$ cat config.mk
export PLATFORM = sky130hd
export DESIGN_NAME = counter_uni_n
export DESIGN_NICKNAME = d
export VERILOG_FILES = /design/src/rtl/counter_uni_n.sv
export SDC_FILE = /design/constraint.sdc
export NUM_CORES = 1
export LEC_CHECK = 0
export ABC_CLOCK_PERIOD_IN_PS = 2200
export CORE_MARGIN = 3
export CORE_UTILIZATION = 37
export DETAILED_ROUTE_END_ITERATION = 10
export PLACE_DENSITY = 0.63
export SLEW_MARGIN = 20
export SYNTH_ARGS = -nofsm -noshare
export SYNTH_HDL_FRONTEND = slang
export SYNTH_SLANG_ARGS = --single-unit
$ cat constraint.sdc
create_clock -name clk -period 2.2 [get_ports clk]
set_input_delay 0.55 -clock clk [delete_from_list [all_inputs] [get_ports clk]]
set_output_delay 0.55 -clock clk [all_outputs]
set_load 0.05 [all_outputs]
$ cat src/rtl/counter_uni_n.sv
// Parametrised up/down counter with programmable modulus (MAXV+1) and step,
// wrap or stop range behaviour, sticky stop-mode overflow and terminal count.
module counter_uni_n #(
    parameter int WIDTH = 8,
    parameter int MAXV  = 2**WIDTH - 1,
    parameter int STEPW = WIDTH
) (
    input  logic             clk,
    input  logic             _reset,
    input  logic             en,
    input  logic             _set,
    input  logic             _load,
    input  logic [WIDTH-1:0] preld_val,
    input  logic             _updown,
    input  logic             _wrapstop,
    input  logic [STEPW-1:0] step,
    input  logic             ovf_clr,
    output logic [WIDTH-1:0] dcout,
    output logic             overflow,
    output logic             tc
);

    localparam int IW = ((WIDTH > STEPW) ? WIDTH : STEPW) + 1;
    localparam logic [IW-1:0]    MOD_X  = IW'(MAXV + 1);
    localparam logic [IW-1:0]    MAXV_X = IW'(MAXV);
    localparam logic [WIDTH-1:0] MAXV_C = WIDTH'(MAXV);

    localparam logic [0:0] RUN  = 1'b0;
    localparam logic [0:0] STOP = 1'b1;

    logic [WIDTH-1:0] cnt_q, cnt_d;
    logic             ovf_q, ovf_d;
    logic [0:0]       state_q, state_d;

    logic [IW-1:0] cnt_x, step_m, sum_x, pre_x;

    assign cnt_x  = IW'(cnt_q);
    assign pre_x  = IW'(preld_val);
    assign step_m = IW'(step) % MOD_X;
    assign sum_x  = cnt_x + step_m;

    always_comb begin
        cnt_d   = cnt_q;
        ovf_d   = ovf_q;
        state_d = state_q;
        if (_set) begin
            cnt_d   = MAXV_C;
            ovf_d   = 1'b0;
            state_d = RUN;
        end else if (_load) begin
            cnt_d   = (pre_x > MAXV_X) ? MAXV_C : preld_val;
            ovf_d   = 1'b0;
            state_d = RUN;
        end else if (ovf_clr) begin
            ovf_d   = 1'b0;
            state_d = RUN;
        end else if (state_q == RUN && en) begin
            ovf_d = 1'b0;
            if (_updown) begin
                if (sum_x <= MAXV_X) begin
                    cnt_d = WIDTH'(sum_x);
                end else if (_wrapstop) begin
                    cnt_d = WIDTH'(sum_x - MOD_X);
                    ovf_d = 1'b1;
                end else begin
                    cnt_d   = MAXV_C;
                    ovf_d   = 1'b1;
                    state_d = STOP;
                end
            end else begin
                if (step_m <= cnt_x) begin
                    cnt_d = WIDTH'(cnt_x - step_m);
                end else if (_wrapstop) begin
                    cnt_d = WIDTH'(cnt_x + MOD_X - step_m);
                    ovf_d = 1'b1;
                end else begin
                    cnt_d   = '0;
                    ovf_d   = 1'b1;
                    state_d = STOP;
                end
            end
        end else if (state_q == RUN && _wrapstop) begin
            // STOP keeps its sticky flag even if _wrapstop changes meanwhile
            ovf_d = 1'b0;
        end
    end

    always_ff @(posedge clk) begin
        if (!_reset) begin
            cnt_q   <= '0;
            ovf_q   <= 1'b0;
            state_q <= RUN;
        end else begin
            cnt_q   <= cnt_d;
            ovf_q   <= ovf_d;
            state_q <= state_d;
        end
    end

    assign dcout    = cnt_q;
    assign overflow = ovf_q;
    assign tc       = _updown ? (cnt_q == MAXV_C) : (cnt_q == '0);

endmodule

# After elaboration in Yosys (flattened, before gate mapping)
# Index checks and enable logic that the tools add are counted.
# totals
ff_bits	10
output_inout_bits	10
elab_cells	45
# classes
addsub	5
magnitude_cmp	3
n_eq_ne	4
mux	20
bitwise_logic	2
n_reduce_logical	8
# ops
cell	count
$mux 8	10
$sub 8x8->8	2
$mux 1	10
$add 8x8->9	1
$le 9x8->1 const B	1
$add 8x1->8 const B	1
$eq 8x8->1 const B	1
$gt 8x8->1 const B	1
$le 8x8->1	1
$logic_not 8->1	1
$sub 8x1->8 const B	1
$ne 2x2->1 const B	2
$reduce_or 4->1	1
$ne 3x3->1 const B	1
$reduce_and 3->1	1
$reduce_bool 3->1	1
$logic_and 1x1->1	2
$not 1->1	2
$reduce_and 2->1	1
$reduce_bool 2->1	1

# Longest topological paths before layout
# depth
ltp_word	9
ltp_mapped	10
ltp_nobuf	9

# Worst setup path before layout
# No wires, ideal clock.
# synth_timing
kind	input -> output
from	input _updown
to	output tc
arrival_time_ns	2.176
t_required_ns	1.650
path_slack_ns	-0.526
stages	3
cell_sequence	clkbuf_1 -> nand4_1 -> o31ai_1
# synth_between
elab_chain_cells	1
# synth_rtl
element	line	source
start, declared	14	input logic _updown,
$mux 1	102	assign tc = _updown ? (cnt_q == MAXV_C) : (cnt_q == '0);
end, declared	20	output logic tc
# No other way between the ends.

# Worst setup path after layout
# layout_timing
from	register cnt_q[0], in the netlist dcout[0]
to	register cnt_q[7], in the netlist dcout[7]
# layout_between
elab_chain_cells	9
# layout_rtl
element	line	source
start, declared	31	logic [WIDTH-1:0] cnt_q, cnt_d;
start signal, assigned	94	cnt_q <= cnt_d;
$add 8x1->8 / $add 8x8->9 (equally long branches)	74, 40	
$sub 8x8->8 / $sub 8x1->8 (equally long branches)	74, 63	
$mux 8 (on tied branches)	73, 62	
$mux 8 (on tied branches)	71, 60	
$mux 8 (*)	59	if (_updown) begin
$mux 8 (*)	57	end else if (state_q == RUN && en) begin
$mux 8 (*)	54	end else if (ovf_clr) begin
$mux 8 (*)	50	end else if (_load) begin
$mux 8 (*)	46	if (_set) begin
# Every way passes the cells marked *; elsewhere a longest branch is shown, timed or not. The select of a mux whose other input is x is not followed.
# A chain may end at the register's enable or synchronous reset.

==> impl.org <==
** Setup path
- Ordered list of cells on the worst path :: ha_4 > fa_2 > nor2b_4 > o311ai_4 > a211oi_4 > o21ai_2 > and3_1 > buf_6 > a31oi_4
- The critical path starts at dcout[0].
- Crit Path Max Fanout :: 7
- For the worst setup path, the data required time is 2380 ps.
- The critical path in this run is classified as reg2reg.
- Startpoint of the worst-slack reg-to-reg timing path :: dcout[0]
- The largest individual stage delay along the critical path comes from the cell fa_2.
- Data arrival, critical path :: 2380 ps
- Worst setup EP type :: flip-flop
- Buf+Inv Stages, Crit Path :: 1
- The largest single stage delay on the critical path is 380 ps.
- Startpoint Class :: flip-flop
- Family with the most delay on the worst path :: compound AO/OA/AOI/OAI gates

** Yosys
- Synth async-reset ratio :: 0
- The largest total area in the synthesized netlist belongs to dfxtp_1.
- For this run, the leading register cell type out of synthesis is dfxtp_1.
- Synthesis produced a netlist whose cell count is 166.
- Number of synthesized register bits :: 10
- Counting every net in the synthesized netlist gives 208.
- The commonest cells after synthesis are 18 x inv_1, 16 x ha_1, 16 x nor2_1.
- The share of synthesized area in the top cell type comes to 0.156.
- Dividing the synthesized area by the synthesized cell count gives 7.72 sq um.
- Mapped cell area :: 1280 sq um
- Yosys warning total :: 0
- Cell types with the largest area share after synthesis :: dfxtp_1 16%, ha_1 16%, inv_1 5.3%, nand2b_1 4.9%, o221ai_1 4.8%
- The synthesized design contains 0 enable-type register cells.
- The most common cell in the synthesized netlist is inv_1.
- Synthesis instantiated 47 different standard cells from the library.
- For this run, the register share of the synthesized area comes to 0.156.

** Cells and area
- For this run, the post-layout net count is 288.
- From synthesis to final layout, the design area changed by 78.6%.
- In the final layout, the share of cells above drive strength 1 is 0.420.
- In the final layout, the multi-input gates occupy 1220 sq um.
- After routing the design area is 2290 sq um.
- The number of antenna diodes in the final layout is 0.
- Sequential standard cell area :: 208 sq um
- Filler Cell Count :: 275

** Global routing
- Number of global-route vias before repair :: 1626
- Number of antenna violations at the first check in global routing :: 0
- Largest net degree at the start of global routing :: 10
- The first global-routing pass estimated 7790 um of wire.
- GRT Util Overall :: 0.242
- Overflow left after global routing :: 0

** Power
- Overall power of the completed layout :: 1.07 mW
- P_leak :: 0.951 nW
- Worst voltage drop across the vdd grid :: 0.229 mV
- Cell area power density :: 467 nW/um^2

** Floorplanning
- The floorplan step set the die height to 64.8 um.
- CORE AREA :: 3180 sq um
- The die covers 4200 sq um.
- Initial core utilization :: 0.403
- Die extent in x :: 64.8 um
- # IOs :: 34
- Std cell rows :: 20

** Timing
- Endpoints failing hold :: 0
- Layout Skew :: 6.77 ps
- Setup repair after global routing could not meet its margin everywhere.
- Hold_ws :: 500 ps
- Final Max Tran Viols :: 0
- Worst Tran Pin Value :: 504 ps
- Headroom to the max-slew limit came out at 0.663.
- After layout, the worst setup slack is -0.302 ps.
- Based on the critical path, the design can be clocked at up to 454 MHz.
- Setup violations remaining at the end of the flow were counted as 1.
- Of the available clock period, the critical path in the final layout requires 1.00.
- Shortest clock period the worst path allows after layout :: 2200 ps

** Route
- DRC violation total after the first TritonRoute iteration :: 107
- In the routed design, unresolved DRC markers number 0.
- The routed design has 4690 um of wire.
- Total number of vias :: 1546
- Number of optimization iterations in the first detailed-route pass :: 4
- Dividing the detail-routed wire length by the instance count gives 16.2 um.
- After detailed routing, the number of vias per cell comes to 5.35.
- The count of nets left with antenna violations once routing finished came out at 0.

** Place
- Detailed placement ended at an HPWL of 3560 um.
- The placed instances occupy a cell area of 2000 sq um.
- Port Buffers :: 33
- Placer's final routability congestion estimate :: 0.982
- Before CTS, the worst setup slack after placement is -826 ps.

** Status
- The checks that failed: negative setup slack.
- The flow ran to the end, but the final reports show violations.

** Clocking
- The tree is rooted in a clkbuf_4.
- Clock insertion delay at the later pin of the skew report :: 290 ps
- After clock tree synthesis, the clock-pin slew on the worst setup and hold paths is 90 ps.
- Cts-stage hold buffer count :: 0
- Number of H-tree levels :: 1
- Buffers inserted during clock tree synthesis total 3.
- TritonCTS built the clock tree.
- Deepest clock path buffer count :: 2
- Clock tree synthesis found a total of 10 sinks.

** Hold path
- Class of the worst hold path :: reg2reg
- Startpoint of the most critical hold path :: overflow

** Flow run
- Max_cap viols :: 0
layout make-up:
| cell class | instances | area share |
|---|---|---|
| multi-input combinational | 132 | 0.532 |
| timing repair buffer | 81 | 0.307 |
| sequential | 10 | 0.0908 |
| inverter | 18 | 0.0306 |
| tap | 44 | 0.0241 |
| clock buffer | 4 | 0.0159 |
cell families (layout without fill, tap and decap cells):
| family | count (synthesis) | count (layout) | share of synthesized area |
|---|---|---|---|
| buffers and inverters | 24 | 103 | 0.0801 |
| AOI/OAI and AO/OA | 53 | 53 | 0.313 |
| and+or+nand+nor | 54 | 54 | 0.213 |
| adders and majority gates | 18 | 18 | 0.187 |
| muxes | 1 | 1 | 0.00879 |
| xor gates and xnor gates | 6 | 6 | 0.0410 |
| DFF | 10 | 10 | 0.156 |
worst reg2reg max path: stages, from the launching register on:
cell      delay, ps
dfxtp_4         370
ha_4            160
fa_2            380
nor2b_4         140
o311ai_4        320
a211oi_4        120
o21ai_2         160
and3_1          180
buf_6           150
a31oi_4          90
timing repair:
| item | in CTS | in global routing |
|---|---|---|
| buffers inserted | 4 | 3 |
| endpoints found under the setup margin | 11 | 10 |
| gates resized for setup | 51 | 10 |
| pin swaps | 15 | 21 |
stage by stage:
step | util | cells | TNS (ps)
after global routing | 0.720 | 289 | -629
final | 0.720 | 289 | -0.302
after global placement | 0.629 | 279 | -6460
after detailed placement | 0.629 | 279 | -6920
after CTS | 0.706 | 287 | -126
after floorplan | - | 166 | -4.79
metal layers:
| metal | vias up | global-route usage | part of all wire |
|---|---|---|---|
| met3 | 6 | 0.0433 | 0.084 |
| met1 | 703 | 0.304 | 0.43 |
| met5 | - | 0 | 0 |
| met2 | 70 | 0.420 | 0.48 |
| met4 | 0 | 0.0660 | 0.012 |
| li1 | 767 | - | - |
state kept, by name, indices dropped and copies added, names as in the netlist:
| signal | cells |
|---|---|
| state_q | 1 |
| dcout | 8 |
| overflow | 1 |
layout by cell type (no fill, tap or decap), types with 5 or more instances in the layout:
cell type | synthesis | final
a21oi_1 | 10 | 8
buf_4 | 1 | 46
clkdlybuf4s50_1 | 0 | 22
dfxtp_1 | 10 | 6
dlygate4sd2_1 | 0 | 6
ha_1 | 16 | 7
ha_4 | 0 | 7
inv_1 | 18 | 12
inv_2 | 0 | 5
nand2_1 | 8 | 8
nand2b_1 | 10 | 8
nor2_1 | 16 | 14
nor3_1 | 7 | 6
o221ai_1 | 7 | 7
xnor2_1 | 5 | 5
final timing paths:
path                    to  slack, ps  cells after the start
setup / recovery  dcout[7]       -0.3                      9
hold / removal    overflow        500                      2
setup reg to reg  dcout[7]       -0.3                      9
hold reg to reg   overflow        500                      2
where the power goes:
part / leakage, nW / switching, mW / total, mW / internal (mW)
sequential: 0.0843 / 0.0253 / 0.221 / 0.196
combinational: 0.846 / 0.326 / 0.654 / 0.328
clock: 0.0210 / 0.0931 / 0.194 / 0.101
total: 0.951 / 0.445 / 1.07 / 0.625
Note: power is estimated with default switching activity, not from simulation.
